**src/rtl/pipe_ctrl_pkg.sv**
```systemverilog
// Shared definitions for the pipeline hazard controller: FSM encodings,
// stage bit positions in stall/flush vectors, and zero constants.
package pipe_ctrl_pkg;

    typedef enum logic [1:0] {
        ST_RUN      = 2'd0,
        ST_WAIT_MEM = 2'd1,
        ST_WAIT_EX  = 2'd2,
        ST_SQUASH   = 2'd3
    } pipe_state_e;

    localparam int NUM_STG   = 5;
    localparam int STG_PC    = 0;
    localparam int STG_IFID  = 1;
    localparam int STG_IDEX  = 2;
    localparam int STG_EXMEM = 3;
    localparam int STG_WB    = 4;

    localparam int CNT_W = 3;

    localparam logic [4:0]  ZERO_REG = 5'd0;
    localparam logic [31:0] ZERO     = 32'd0;

endpackage

```
**src/rtl/pipe_hazard_det.sv**
```systemverilog
// Load-use comparator: flags a load in EX whose destination is read by the
// instruction in ID. x0 never creates a hazard.
module pipe_hazard_det
    import pipe_ctrl_pkg::*;
(
    input  logic [4:0] id_rs1,
    input  logic [4:0] id_rs2,
    input  logic       id_rs1_re,
    input  logic       id_rs2_re,
    input  logic [4:0] ex_rd,
    input  logic       ex_is_load,
    output logic       load_use
);

    logic rs1_hit;
    logic rs2_hit;

    assign rs1_hit  = id_rs1_re && (id_rs1 == ex_rd);
    assign rs2_hit  = id_rs2_re && (id_rs2 == ex_rd);
    assign load_use = ex_is_load && (ex_rd != ZERO_REG) && (rs1_hit || rs2_hit);

endmodule

```
**src/rtl/pipe_ctrl.sv**
```systemverilog
// Five-stage pipeline stall/flush sequencer with registered PC redirect.
// Optional perf counters are built when PIPE_CTRL_PERF_EN is defined.
//
// state       | meaning
// ST_RUN      | no hazard outstanding
// ST_WAIT_MEM | data bus wait, whole pipe held, MEM/WB bubbled
// ST_WAIT_EX  | multi-cycle EX unit busy, front end held, EX/MEM bubbled
// ST_SQUASH   | wrong-path fetches in flight, IF/ID bubbled
module pipe_ctrl
    import pipe_ctrl_pkg::*;
#(
    parameter int FLUSH_CYCLES = 2,
    parameter int XLEN         = 32
) (
    input  logic              clk_i,
    input  logic              rst_i,
    input  logic [4:0]        id_rs1_i,
    input  logic [4:0]        id_rs2_i,
    input  logic              id_rs1_re_i,
    input  logic              id_rs2_re_i,
    input  logic [4:0]        ex_rd_i,
    input  logic              ex_is_load_i,
    input  logic              ex_busy_i,
    input  logic              mem_wait_i,
    input  logic              ex_jump_i,
    input  logic [XLEN-1:0]   ex_jump_addr_i,
    output logic [NUM_STG-1:0] stall_o,
    output logic [NUM_STG-1:0] flush_o,
    output logic              redirect_o,
    output logic [XLEN-1:0]   redirect_addr_o,
`ifdef PIPE_CTRL_PERF_EN
    output logic [31:0]       perf_stall_cyc_o,
    output logic [31:0]       perf_flush_cnt_o,
    output logic [31:0]       perf_ldu_cnt_o,
`endif
    output logic              busy_o
);

    localparam logic [CNT_W-1:0] CNT_LOAD = CNT_W'(FLUSH_CYCLES - 1);
    localparam logic [CNT_W-1:0] CNT_ONE  = CNT_W'(1);

    pipe_state_e      state_q, state_d;
    logic [CNT_W-1:0] cnt_q, cnt_d;
    logic             load_use;
    logic             jump_acc;
    logic             ldu_acc;

    pipe_hazard_det u_hazard_det (
        .id_rs1     (id_rs1_i),
        .id_rs2     (id_rs2_i),
        .id_rs1_re  (id_rs1_re_i),
        .id_rs2_re  (id_rs2_re_i),
        .ex_rd      (ex_rd_i),
        .ex_is_load (ex_is_load_i),
        .load_use   (load_use)
    );

    // A non-zero counter means squash cycles are still owed; waits hold it so
    // the squash resumes exactly where it stopped.
    always_comb begin
        stall_o  = '0;
        flush_o  = '0;
        state_d  = state_q;
        cnt_d    = cnt_q;
        jump_acc = 1'b0;
        ldu_acc  = 1'b0;
        if (!rst_i) begin
            flush_o = '1;
        end else if (mem_wait_i) begin
            stall_o[STG_PC]    = 1'b1;
            stall_o[STG_IFID]  = 1'b1;
            stall_o[STG_IDEX]  = 1'b1;
            stall_o[STG_EXMEM] = 1'b1;
            flush_o[STG_WB]    = 1'b1;
            state_d            = ST_WAIT_MEM;
        end else if (ex_busy_i) begin
            stall_o[STG_PC]    = 1'b1;
            stall_o[STG_IFID]  = 1'b1;
            stall_o[STG_IDEX]  = 1'b1;
            flush_o[STG_EXMEM] = 1'b1;
            state_d            = ST_WAIT_EX;
        end else if (ex_jump_i) begin
            flush_o[STG_IFID] = 1'b1;
            flush_o[STG_IDEX] = 1'b1;
            jump_acc          = 1'b1;
            cnt_d             = CNT_LOAD;
            state_d           = (FLUSH_CYCLES > 1) ? ST_SQUASH : ST_RUN;
        end else if (cnt_q != '0) begin
            flush_o[STG_IFID] = 1'b1;
            cnt_d             = cnt_q - CNT_ONE;
            state_d           = (cnt_q == CNT_ONE) ? ST_RUN : ST_SQUASH;
        end else if (load_use) begin
            stall_o[STG_PC]   = 1'b1;
            stall_o[STG_IFID] = 1'b1;
            flush_o[STG_IDEX] = 1'b1;
            ldu_acc           = 1'b1;
            state_d           = ST_RUN;
        end else begin
            state_d = ST_RUN;
        end
    end

    always_ff @(posedge clk_i or negedge rst_i) begin
        if (!rst_i) begin
            state_q         <= ST_RUN;
            cnt_q           <= '0;
            redirect_o      <= 1'b0;
            redirect_addr_o <= XLEN'(ZERO);
        end else begin
            state_q    <= state_d;
            cnt_q      <= cnt_d;
            redirect_o <= jump_acc;
            if (jump_acc) begin
                redirect_addr_o <= ex_jump_addr_i;
            end
        end
    end

    assign busy_o = (state_q != ST_RUN);

`ifdef PIPE_CTRL_PERF_EN
    always_ff @(posedge clk_i or negedge rst_i) begin
        if (!rst_i) begin
            perf_stall_cyc_o <= '0;
            perf_flush_cnt_o <= '0;
            perf_ldu_cnt_o   <= '0;
        end else begin
            if ((|stall_o) && (perf_stall_cyc_o != '1)) begin
                perf_stall_cyc_o <= perf_stall_cyc_o + 32'd1;
            end
            if (jump_acc && (perf_flush_cnt_o != '1)) begin
                perf_flush_cnt_o <= perf_flush_cnt_o + 32'd1;
            end
            if (ldu_acc && (perf_ldu_cnt_o != '1)) begin
                perf_ldu_cnt_o <= perf_ldu_cnt_o + 32'd1;
            end
        end
    end
`endif

endmodule

```
**config.mk**
```make
export PLATFORM = sky130hd
export DESIGN_NAME = pipe_ctrl
export DESIGN_NICKNAME = d
export VERILOG_FILES = /design/src/rtl/pipe_ctrl_pkg.sv /design/src/rtl/pipe_hazard_det.sv /design/src/rtl/pipe_ctrl.sv
export SDC_FILE = /design/constraint.sdc
export NUM_CORES = 1
export LEC_CHECK = 0
export BUFFER_PORTS_ARGS = -buffer_cell sky130_fd_sc_hd__buf_4
export CAP_MARGIN = 20
export CORE_AREA = 2 2 68 70
export DETAILED_ROUTE_END_ITERATION = 8
export DIE_AREA = 0 0 70 72
export GPL_TIMING_DRIVEN = 1
export PLACE_DENSITY = 0.81
export SLEW_MARGIN = 20
export SYNTH_ARGS = -nofsm -noshare
export SYNTH_HDL_FRONTEND = slang
export SYNTH_SLANG_ARGS = --single-unit
```
**constraint.sdc**
```tcl
create_clock -name clk_i -period 1.8 [get_ports clk_i]
set_clock_uncertainty 0.1 [all_clocks]
set_input_delay 0.09 -clock clk_i [delete_from_list [all_inputs] [get_ports clk_i]]
set_output_delay 0.09 -clock clk_i [all_outputs]
set_load 0.01 [all_outputs]
```
After elaboration in Yosys (flattened, before gate mapping)
Index checks and enable logic that the tools add are counted.
{"block": "word_totals", "ff_bits": 38, "in_bits": 55, "out_inout_bits": 44, "elab_cells": 47}
{"block": "op_classes", "n_addsub": 1, "n_eq_ne": 3, "n_mux": 27, "n_bitwise": 2, "reduce_logical": 10}
{"operator": "2-to-1 mux 2 bit", "count": 11}
{"operator": "2-to-1 mux 3 bit", "count": 4}
{"operator": "equality test 5 bit", "count": 2}
{"operator": "2-to-1 mux 1 bit", "count": 10}
{"operator": "2-to-1 mux 4 bit", "count": 2}
{"operator": "nonzero test 5 bit", "count": 1}
{"operator": "logical AND 1 bit", "count": 4}
{"operator": "AND reduction 4 bit", "count": 1}
{"operator": "nonzero test 2 bit", "count": 2}
{"operator": "equality test 3 x 1 -> 1 bit, second input constant", "count": 1}
{"operator": "nonzero test 3 bit", "count": 1}
{"operator": "subtractor 3 x 1 -> 3 bit, second input constant", "count": 1}
{"operator": "NOT 1 bit", "count": 2}
{"operator": "logical OR 1 bit", "count": 1}

Longest topological paths before layout
Gate-level depths: netlist (run 1).
{"block": "depth", "word_depth": 10, "depth_mapped": 6, "mapped_depth_nobuf": 6}

Modules after synthesis
A second synthesis (run 1) with hierarchy kept.
{"block": "hier_totals", "cells_unflattened": 131, "hier_area_um2": 1899.3}
{"mod": "pipe_ctrl", "instances": 1, "cells_per_inst": 114, "area_per_inst_um2": 1765.4, "seq_area_each_um2": 950.9}
{"mod": "pipe_hazard_det", "instances": 1, "cells_per_inst": 17, "area_per_inst_um2": 133.9, "seq_area_each_um2": 0.0}

Worst setup path after synthesis (run 1)
No wires, ideal clock.
{"block": "synth_timing", "path_kind": "reg2out", "start": "reg cnt_q[0]", "end": "out stall_o[1]", "t_arrival_ns": 1.511, "t_required_ns": 1.610, "setup_slack_ns": 0.099, "stages_incl_launch_ff": 7, "path_buffers": 1, "cell_sequence": "dfrtp_1 inv_1 ha_1 nor2b_1 nand4_1 o21ai_0 buf_4"}
{"block": "synth_via", "elab_chain_cells": 6}
{"item": "from (decl)", "line": "pipe_ctrl.sv:43", "source": "logic [CNT_W-1:0] cnt_q, cnt_d;"}
{"item": "from (signal assigned)", "line": "pipe_ctrl.sv:111", "source": "cnt_q <= cnt_d;"}
{"item": "nonzero test 3 bit", "line": "pipe_ctrl.sv:88", "source": "end else if (cnt_q != '0) begin"}
{"item": "2-to-1 mux 2 bit", "line": "pipe_ctrl.sv:88"}
{"item": "2-to-1 mux 2 bit", "line": "pipe_ctrl.sv:82", "source": "end else if (ex_jump_i) begin"}
{"item": "2-to-1 mux 2 bit", "line": "pipe_ctrl.sv:76", "source": "end else if (ex_busy_i) begin"}
{"item": "2-to-1 mux 3 bit", "line": "pipe_ctrl.sv:69", "source": "end else if (mem_wait_i) begin"}
{"item": "2-to-1 mux 4 bit", "line": "pipe_ctrl.sv:67", "source": "if (!rst_i) begin"}
{"item": "to (decl)", "line": "pipe_ctrl.sv:27", "source": "output logic [NUM_STG-1:0] stall_o,"}
No other way between the ends.

Worst setup path in the final report (run 1)
{"block": "layout_timing", "start": "reg cnt_q[0]", "end": "out flush_o[2]"}
{"block": "layout_via", "elab_chain_cells": 6}
{"item": "nonzero test 3 bit", "line": "pipe_ctrl.sv:88"}
{"item": "2-to-1 mux 1 bit", "line": "pipe_ctrl.sv:88"}
{"item": "2-to-1 mux 2 bit", "line": "pipe_ctrl.sv:82"}
{"item": "2-to-1 mux 2 bit", "line": "pipe_ctrl.sv:76"}
{"item": "2-to-1 mux 3 bit", "line": "pipe_ctrl.sv:69"}
{"item": "2-to-1 mux 4 bit", "line": "pipe_ctrl.sv:67"}
{"item": "to (decl)", "line": "pipe_ctrl.sv:28", "source": "output logic [NUM_STG-1:0] flush_o,"}
No other way between the ends.

==> impl_results.md, run 1 <==
- Global Route met3 Usage: 0.0583
- Ys flop type: dfrtp_1
- Status: finished clean
- Vias in the first global route: ~1700
- P_leak: 0.00156 µW
- Max Freq: 579 MHz
- Initial antenna violation count: 0
- Slew Viols, Final: 0
- PwrDens: slightly above 1000 nW/µm²
- Critical Path AT: 1.54 ns
- EDFF count, synth: 0
- Worst R2R Path Depth: 6
- Nets: 336
- Setup violators final: 0
- Reg-to-reg endpoint: cnt_q[0]
- Worst Setup EP: flush_o[2]
- First-pass GRT wire length: between 8 and 9 mm
- Worst Hold Class: input port to register
- Share of async-settable or async-resettable flops after synthesis: 1.00
- Final Util: 0.747
- Hold Crit Start: mem_wait_i
- Clock period minus worst slack: 1.73 ns
- GP Congestion: between 0.7 and 0.8
- Die Width: 70 µm
- H-tree depth: 2
- FF-to-FF setup slack: 0.34 ns
- Starting density of the core: 0.444
- Layout cells sized above 1: 0.545
- Clock sink count: 38
- M2 GR Usage: 0.378
- Via count: about 1600
- Worst Setup Path Type: register to output pin
- Site Rows: 24
- Dominant cell type by area after synthesis: dfrtp_1
- Post-synthesis sequential area ratio: 0.502
- Routed WL: ~5.2 mm
- Critical Path Sink Type: output pin
- Distinct cell type count after synthesis: 31
- P&R area growth vs syn: 68.2%
- Mapped Nets: roughly 200
- CP startpoint: cnt_q[0]
- Gr busiest metal: met2
- Tot GR Track Use: 0.215
- Worst R2R Start: cnt_q[0]
- Num CTS Buffers: 5
- Core area: 4260 µm²
- Port bufs: 97
- Top cells by area, synth: dfrtp_1, mux2_4, xor2_1
- Clk root buf: clkbuf_8
- DIE AREA: 5040 µm²
- Met1 Use GR: 0.249
- CP max FO: 4
- Share of the synthesized area in the top cell type: 0.502
- CTS tree: done
- IO Pins: 99
- Fillers: 273
- Final period util: 0.960
- Maxcap violations: 0
- Wirelength per Cell: 15.9 µm
- Startpoint Class: register
- CTS Buffer Depth: 2
- Post-DR vias/cell: between 4 and 5
- Netlist Area Pre-Place: between 1500 and 2000 µm²
- Syn Area/Cell: between 10 and 15 µm²
- Diodes inserted: 0
- #FFs+latches synth: 38
- Final HPWL DP: 3.33 mm
- Pre-antenna DRT Iters: 4
- Remaining antenna violation count after routing: 0
- Worst-path clk slew: 0.07 ns
- Die Ht: 72 µm
- Syn. warnings: 0
- Final Power: 3220 µW
- Critical Path RT: around 1.6 ns
- Final Hold Violating Endpoints: 0
- Clk_lat worst skew: approximately 0.28 ns
- Drt drc: 0
- IR Drop Worst-Case VDD: approximately 0.00038 V
- Largest net degree at the start of global routing: 36
- Mapped Cells: 139
- Number of DRC markers in iteration 0: 65
- Total gr overflow: 0
stage by stage:
stage                     hold WS, ns  worst slack (ns)  area, µm²  setup TNS [ns]  std cells
after global routing           0.0352           -0.0206       3190         -0.0251        331
after CTS                     0.00446           0.00635       3150               0        329
after floorplan                -0.306            0.0991       1890               0        139
final                          0.0104            0.0725       3190               0        331
after global placement         -0.160             0.183       2650               0        286
after detailed placement       -0.161             0.114       2650               0        286
layout by cell type (no fill, tap or decap), drive strengths merged:
cell,instances
buf,104
dfrtp,38
dlygate4sd3,35
mux2,32
xor2,8
o21ai,8
nor2,7
inv,7
nand2,6
clkbuf,6
ha,3
nor4,2
xnor2,2
nand4,2
o211ai,2
a21oi,2
bufinv,2
nor2b,2
and2,1
a32oi,1
nor3,1
o22ai,1
nand2b,1
or2,1
and3,1
a41oi,1
o41ai,1
o31ai,1
conb,1
cell usage after synthesis, types with 3 or more instances:
| cell type | number |
|---|---|
| o21ai_0 | 8 |
| nand2_1 | 6 |
| nor2_1 | 6 |
| dfrtp_1 | 38 |
| buf_12 | 3 |
| ha_1 | 3 |
| inv_1 | 7 |
| mux2_4 | 29 |
| xor2_1 | 8 |
| mux2_2 | 3 |
worst min path at each step:
stage	endpoint	slack, ns	cells after the start
4_1_cts	state_q[0]	0.004	3
6_report	state_q[0]	0.01	3
3_5_place_dp	redirect_addr_o[0]	-0.16	1
3_3_place_gp	redirect_addr_o[0]	-0.16	1
5_1_grt	state_q[0]	0.04	3
2_1_floorplan	cnt_q[0]	-0.31	0
flip-flops by register name, indices dropped and copies added, names as in the netlist:
| signal | cells |
|---|---|
| redirect_o | 1 |
| state_q | 2 |
| cnt_q | 3 |
| redirect_addr_o | 32 |
metal layers:
| metal | vias up | wire length (µm) |
|---|---|---|
| met3 | 14 | 362 |
| met4 | 0 | 138 |
| li1 | 758 | - |
| met2 | 89 | 2650 |
| met1 | 751 | 2090 |
| met5 | - | 0 |
cell families after synthesis:
group / Yosys count / synth area share
and+or+nand+nor: 24 / 0.0654
adders and majority gates: 3 / 0.0198
buffers and inverters: 14 / 0.0614
AOI/OAI and AO/OA: 17 / 0.0555
DFF: 38 / 0.502
muxes: 32 / 0.248
xor gates and xnor gates: 10 / 0.0462
other: 1 / 0.00198
layout make-up:
type | instances | area [µm²] | share of cell area
clock inverters | 2 | 60.1 | 0.0188
well taps | 52 | 65.1 | 0.0204
flip-flops and latches | 38 | 951 | 0.298
multi-input cells | 87 | 851 | 0.267
repair buffers | 139 | 1150 | 0.361
clock buffers | 6 | 82.6 | 0.0259
inverters | 7 | 26.3 | 0.00824
critical path, cell delays in order, from the launching register on:
cell     delay (ns)
dfrtp_1        0.41
inv_2          0.10
ha_4           0.15
nor2b_4        0.17
nand4_1        0.10
o22ai_1        0.17
buf_4          0.15
report_power, final:
group | total (µW) | leakage [µW] | internal [µW] | switching, µW
Sequential | 1190 | 0.000456 | 1050 | 140
Combinational | 1140 | 0.00103 | 692 | 447
Clock | 887 | 0.0000714 | 591 | 296
what timing repair did:
item                       CTS  global route
setup buffers                0             2
setup endpoints to repair    3             5
pin swaps                    0             1
resized for setup            5             5
hold endpoints to repair    73             0
hold buffers                35             0
Power figures use the tool's default switching activity.
==> inputs of run 2 (changes only) <==
- PLACE_DENSITY: 0.81 -> not set
- PLACE_DENSITY_LB_ADDON: not set -> 0.05
==> run 2 against run 1 <==
Routed wire length shrank 12%. Critical endpoint is now stall_o[1]. Critical path type unchanged. Largest power group unchanged. Non-clock buffer count increased by 2. Worst hold slack gained 0.0099 ns. Fmax decreased by 0.95%. Combinational power hardly changed. Power decreased by 0.15%. Global-route usage decreased by 2.7 points. Sequential share of layout area is 0.070 points lower. Register-to-register slack worse by 0.04 ns.
==> impl_results.md, run 2 (synthesis gave the netlist of run 1 again) <==
- Status: finished clean
- CTS Buffer Depth: 2
- PwrDens: 1010 nW/µm²
- Final period util: 0.969
- Remaining antenna violation count after routing: 0
- Largest register FFs: 32
- Critical Path AT: 1.55 ns
- Die Ht: 72 µm
- Total gr overflow: 0
- Worst Max-Slew Pin Slew: between 0.7 and 0.8 ns
- Wirelength per Cell: roughly 14 µm
- GP Congestion: 0.801
- Final Hold Violating Endpoints: 0
- Nets: 338
- Routed WL: between 4 and 5 mm
- CP max FO: 4
- Diodes inserted: 0
- RSZ-0062 raised after global routing: yes
- Startpoint Class: register
- Setup violators final: 0
- Hold slack: 0.0203 ns
- Drt drc: 0
- Clock sink count: 38
- Number of DRC markers in iteration 0: 32
- Relative slew slack: 0.479
- Worst-path clk slew: approximately 0.07 ns
- Core area: 4260 µm²
- Final Util: 0.749
- Via count: 1592
- Clk_lat worst skew: 0.28 ns
- Hold Crit Depth: 3
- Initial antenna violation count: 0
- Port bufs: 97
- IO Pins: 99
- Biggest register: redirect_addr_o
- Top Registers: redirect_addr_o (32), cnt_q (3), state_q (2)
- Hold Path End: state_q[1]
- IR Drop Worst-Case VDD: 0.000608 V
- Clk root buf: clkbuf_8
- Maxcap violations: 0
- Vias in the first global route: 1633
- Final HPWL DP: 3.32 mm
- First-pass GRT wire length: 7.49 mm
- Worst R2R Start: cnt_q[1]
- Tot GR Track Use: 0.188
- Largest net degree at the start of global routing: 24
- Reg-to-reg endpoint: cnt_q[0]
- Slew Viols, Final: 0
- Worst R2R Path Depth: 7
- DIE AREA: about 5000 µm²
- Commonest cells after routing, fill and taps aside: buf_4, dfrtp_1, dlygate4sd3_1
- P_leak: ~0.0016 µW
- CTS tree: done
- Layout cells sized above 1: 0.544
- Worst Hold Class: input port to register
- P&R area growth vs syn: 68.6%
- H-tree depth: 2
- Pre-antenna DRT Iters: 4
- Max Freq: roughly 570 MHz
- Worst Setup Path Type: register to output pin
- Commonest non-fill, non-tap cell in the layout: buf_4
- Hold Crit Start: ex_busy_i
- Num CTS Buffers: 5
- Die Width: 70 µm
- Clock period minus worst slack: around 1.7 ns
- Final Power: 3210 µW
- Critical Path RT: 1.61 ns
- Critical Path Sink Type: output pin
- Site Rows: 24
- FF-to-FF setup slack: 0.30 ns
- Starting density of the core: 0.444
- Post-DR vias/cell: about 4.8
-- run 2: cell count changes in the layout (fill, tap and decap cells not counted) --
| cell | before | now |
|---|---|---|
| buf_4 | 101 | 104 |
| o21ai_2 | 1 | 0 |
| o21ai_1 | 0 | 1 |
| buf_6 | 2 | 1 |
-- run 2: how the worst max path moves through the flow --
stage                   from          to  slack [ns]  cells past startpoint
detailed placement  cnt_q[0]  stall_o[1]        0.19                      6
CTS                 cnt_q[1]  flush_o[2]       0.009                      7
global route        cnt_q[1]  flush_o[2]       -0.04                      7
floorplan           cnt_q[0]  stall_o[1]         0.1                      6
global placement    cnt_q[0]  stall_o[1]        0.23                      6
finish              cnt_q[1]  stall_o[1]        0.06                      6
-- run 2: where the power goes --
group          switching, µW  total (µW)  internal (µW)
combinational            429        1150            718
clock                    288         879            591
sequential               134        1190           1050
total                    851        3210           2360
-- run 2: area by class of cell --
type,count,area [µm²]
Clock inverter,2,60.1
Inverter,7,26.3
Multi-Input combinational cell,87,847
Tap cell,52,65.1
Clock buffer,6,82.6
Timing Repair Buffer,141,1160
Fill cell,309,1070
Sequential cell,38,951
-- run 2: critical path, cell delays in order, from the launching register on --
cell and delay, ns:
dfrtp_1 0.40, inv_2 0.10, ha_4 0.16, nor2b_4 0.16, nand4_1 0.10, o21ai_1 0.20
buf_4 0.16
-- run 2: per-layer routing --
metal,track usage,wire (µm),up-vias
met5,0,0,-
met4,0.0620,95,0
met3,0.0625,344,10
met2,0.326,2290,74
met1,0.222,1910,749
li1,-,-,759
-- run 2: metrics by stage --
stage | area (µm²) | std cells | setup TNS [ns] | setup WS [ns]
2_1_floorplan | 1890 | 139 | 0 | 0.0991
3_3_place_gp | 2660 | 287 | 0 | 0.228
3_5_place_dp | 2660 | 287 | 0 | 0.193
4_1_cts | 3170 | 331 | 0 | 0.00920
5_1_grt | 3190 | 333 | -0.0870 | -0.0397
6_report | 3190 | 333 | 0 | 0.0559
-- run 2: timing repair --
item                                    in CTS  in global routing
gates resized for setup                      6                  2
endpoints found under the hold margin       73                  0
buffers inserted                             1                  2
endpoints found under the setup margin       3                  3
pin swaps                                    1                  3
hold buffers                                35                  0
==> inputs of run 3 (changes only) <==
- SYNTH_HIERARCHICAL: not set -> 1
==> run 3 against run 2 <==
Sequential share of layout area rose by 1.0 points. Sequential cell count did not move. Non-clock buffer count fell by 9. Power fell by 11%. Synthesized area rose by 0.26%. Design area fell by 3.3%. Worst setup slack improved by 0.079 ns. Synthesized cell count fell by 5.8%. Combinational power fell by 13%. Largest cell class unchanged. Sequential power barely moved. Global-route usage rose by 1.2 points. Die area did not move.
==> impl_results.md, run 3 <==
- Netlist Area Pre-Place: 1900 µm²
- Cell Area, Placed: 2630 µm²
- #FFs+latches synth: 38
- Pre-antenna DRT Iters: 4
- Hold slack: approximately 0.014 ns
- Max incr delay on CP: 0.39 ns
- CP max stage cell: dfrtp_1
- Final period util: 0.925
- Fillers: 298
- Critical Path RT: 1.61 ns
- Worst R2R Path Depth: 5
- Diodes inserted: 0
- Die Ht: 72 µm
- Worst Setup EP: stall_o[0]
- Core area: 4260 µm²
- Worst R2R Start: cnt_q[0]
- Top cells by area, synth: dfrtp_1, mux2_4, xor2_1
- Max Freq: between 600 and 700 MHz
- Post-synthesis sequential area ratio: 0.501
- Clk_lat worst skew: 0.28 ns
- H-tree depth: 2
- Drt drc: 0
- Largest net degree at the start of global routing: 34
- Num CTS Buffers: 5
- Syn Area/Cell: roughly 14 µm²
- Die Width: 70 µm
- P&R area growth vs syn: 62.6%
- IO Pins: 99
- Mapped Cells: about 130
- Status: finished clean
- Slew Viols, Final: 0
- Vias in the first global route: 1588
- CTS Buffer Depth: 2
- FF-to-FF setup slack: 0.40 ns
- Via count: 1514
- Commonest cells in the netlist: dfrtp_1, mux2_4, xor2_1, inv_1, nor2_1
- Final Hold Violating Endpoints: 0
- Commonest non-fill, non-tap cell in the layout: buf_4
- Biggest register: redirect_addr_o
- RSZ-0062 raised after global routing: no
- Clk root buf: clkbuf_8
- CP startpoint: cnt_q[0]
- Nets: 322
- Inst Count DP: 276
- Clock sink count: 38
- Fin area: between 3000 and 4000 µm²
- Share of async-settable or async-resettable flops after synthesis: 1.00
- Distinct cell type count after synthesis: 37
- Number of DRC markers in iteration 0: 49
- Port bufs: 97
- Post-DR vias/cell: between 4 and 5
- Clock period minus worst slack: between 1.5 and 2 ns
- TNS Setup: 0 ns
- Routed WL: 4.77 mm
- Crit path cell chain: inv_1, ha_4, nand3_1, a21oi_1, buf_4
- Startpoint Class: register
- Mapped Nets: 189
- PwrDens: 930 nW/µm²
- Worst-path clk slew: 0.07 ns
- Syn. warnings: 6
- Share of the synthesized area in the top cell type: 0.501
- GP Congestion: ~0.84
- Site Rows: 24
- Ys flop type: dfrtp_1
- EDFF count, synth: 0
- Final std cells w/o fill: 316
- Layout cells sized above 1: 0.557
- Dominant cell type by area after synthesis: dfrtp_1
- Commonest cells after routing, fill and taps aside: buf_4, dfrtp_1, dlygate4sd3_1
- Starting density of the core: 0.445
- Maxcap violations: 0
- P_leak: 0.00151 µW
- Top Registers: redirect_addr_o (32), cnt_q (3), state_q (2)
- Remaining antenna violation count after routing: 0
- Wirelength per Cell: 15.1 µm
- Postcts setup bufs: 0
- First-pass GRT wire length: 7.80 mm
- Largest register FFs: 32
- Top-count cell post-synth: dfrtp_1
- Final HPWL DP: 3.28 mm
- Total gr overflow: 0
- Critical Path AT: between 1 and 1.5 ns
- CTS tree: done
- Critical Path Sink Type: output pin
- Initial antenna violation count: 0
- Setup violators final: 0
- Worst Setup Path Type: register to output pin
- CP max FO: 7
- Tot GR Track Use: 0.200
- DIE AREA: 5040 µm²
- Worst Hold Class: input port to register
- IR Drop Worst-Case VDD: 0.000520 V
- Reg-to-reg endpoint: state_q[0]
==> run 3: cell types whose count changed after synthesis, sizes merged, moves of 2 or more <==
cell | previous run | this run
nand2 | 6 | 1
o21ai | 8 | 4
nand3 | 0 | 3
a21o | 0 | 2
nand4 | 2 | 0
nor2 | 7 | 5
nor2b | 2 | 0
o211ai | 2 | 0
==> run 3: kinds of logic after synthesis <==
logic type | after synthesis | share of synthesized area
multiplexers | 33 | 0.252
adder cells (fa/ha/maj) | 3 | 0.0198
AND/OR/NAND/NOR | 19 | 0.0652
XOR/XNOR | 10 | 0.0461
AO/OA/AOI/OAI | 15 | 0.0567
flip-flops | 38 | 0.501
other | 1 | 0.00197
buffers and inverters | 12 | 0.0573
==> run 3: area by class of cell <==
| type | instances | area, µm² | area share |
|---|---|---|---|
| Tap cell | 52 | 65.1 | 0.0211 |
| Timing Repair Buffer | 132 | 1090 | 0.352 |
| Multi-Input combinational cell | 81 | 852 | 0.276 |
| Clock buffer | 6 | 82.6 | 0.0267 |
| Inverter | 6 | 22.5 | 0.00729 |
| Sequential cell | 38 | 951 | 0.308 |
| Clock inverter | 1 | 30.0 | 0.00972 |
==> run 3: through the flow <==
| stage | utilization | total power, µW | worst slack (ns) |
|---|---|---|---|
| CTS | 0.722 | 2880 | 0.0267 |
| finish | 0.724 | 2870 | 0.135 |
| detailed placement | 0.618 | 2080 | 0.160 |
| floorplan | - | 1620 | 0.324 |
| global placement | 0.618 | 2060 | 0.217 |
| global route | 0.724 | 3050 | 0.0296 |
==> run 3: power breakdown <==
part	internal, µW	switching [µW]	total, µW
logic	618	377	995
registers	1040	115	1160
clock network	443	278	721
total	2100	770	2870
==> run 3: worst max-delay path, delay by kind of cell, from the launching register on <==
| family | cells | cell delay, ns |
|---|---|---|
| AOI/OAI and AO/OA | 1 | 0.21 |
| DFF | 1 | 0.39 |
| adders and majority gates | 1 | 0.20 |
| and+or+nand+nor | 1 | 0.08 |
| buffers and inverters | 2 | 0.32 |
==> run 3: layer usage <==
layer	track usage	wire length (µm)
met1	0.241	1940
met3	0.0583	272
met2	0.332	2430
met5	0	0
met4	0.0940	121
==> run 3: worst min path at each step <==
stage,startpoint,end,slack (ns),cells after the start
detailed placement,rst_i,cnt_q[1],-0.15,1
global route,ex_busy_i,state_q[1],0.02,3
finish,ex_busy_i,state_q[1],0.01,3
floorplan,rst_i,cnt_q[0],-0.31,0
CTS,ex_busy_i,state_q[1],0.01,3
global placement,rst_i,cnt_q[1],-0.15,1
==> run 3: timing repair <==
item,4_1_cts,5_1_grt
hold buffers,33,0
gates resized for setup,0,2
endpoints found under the hold margin,70,0
endpoints found under the setup margin,0,3
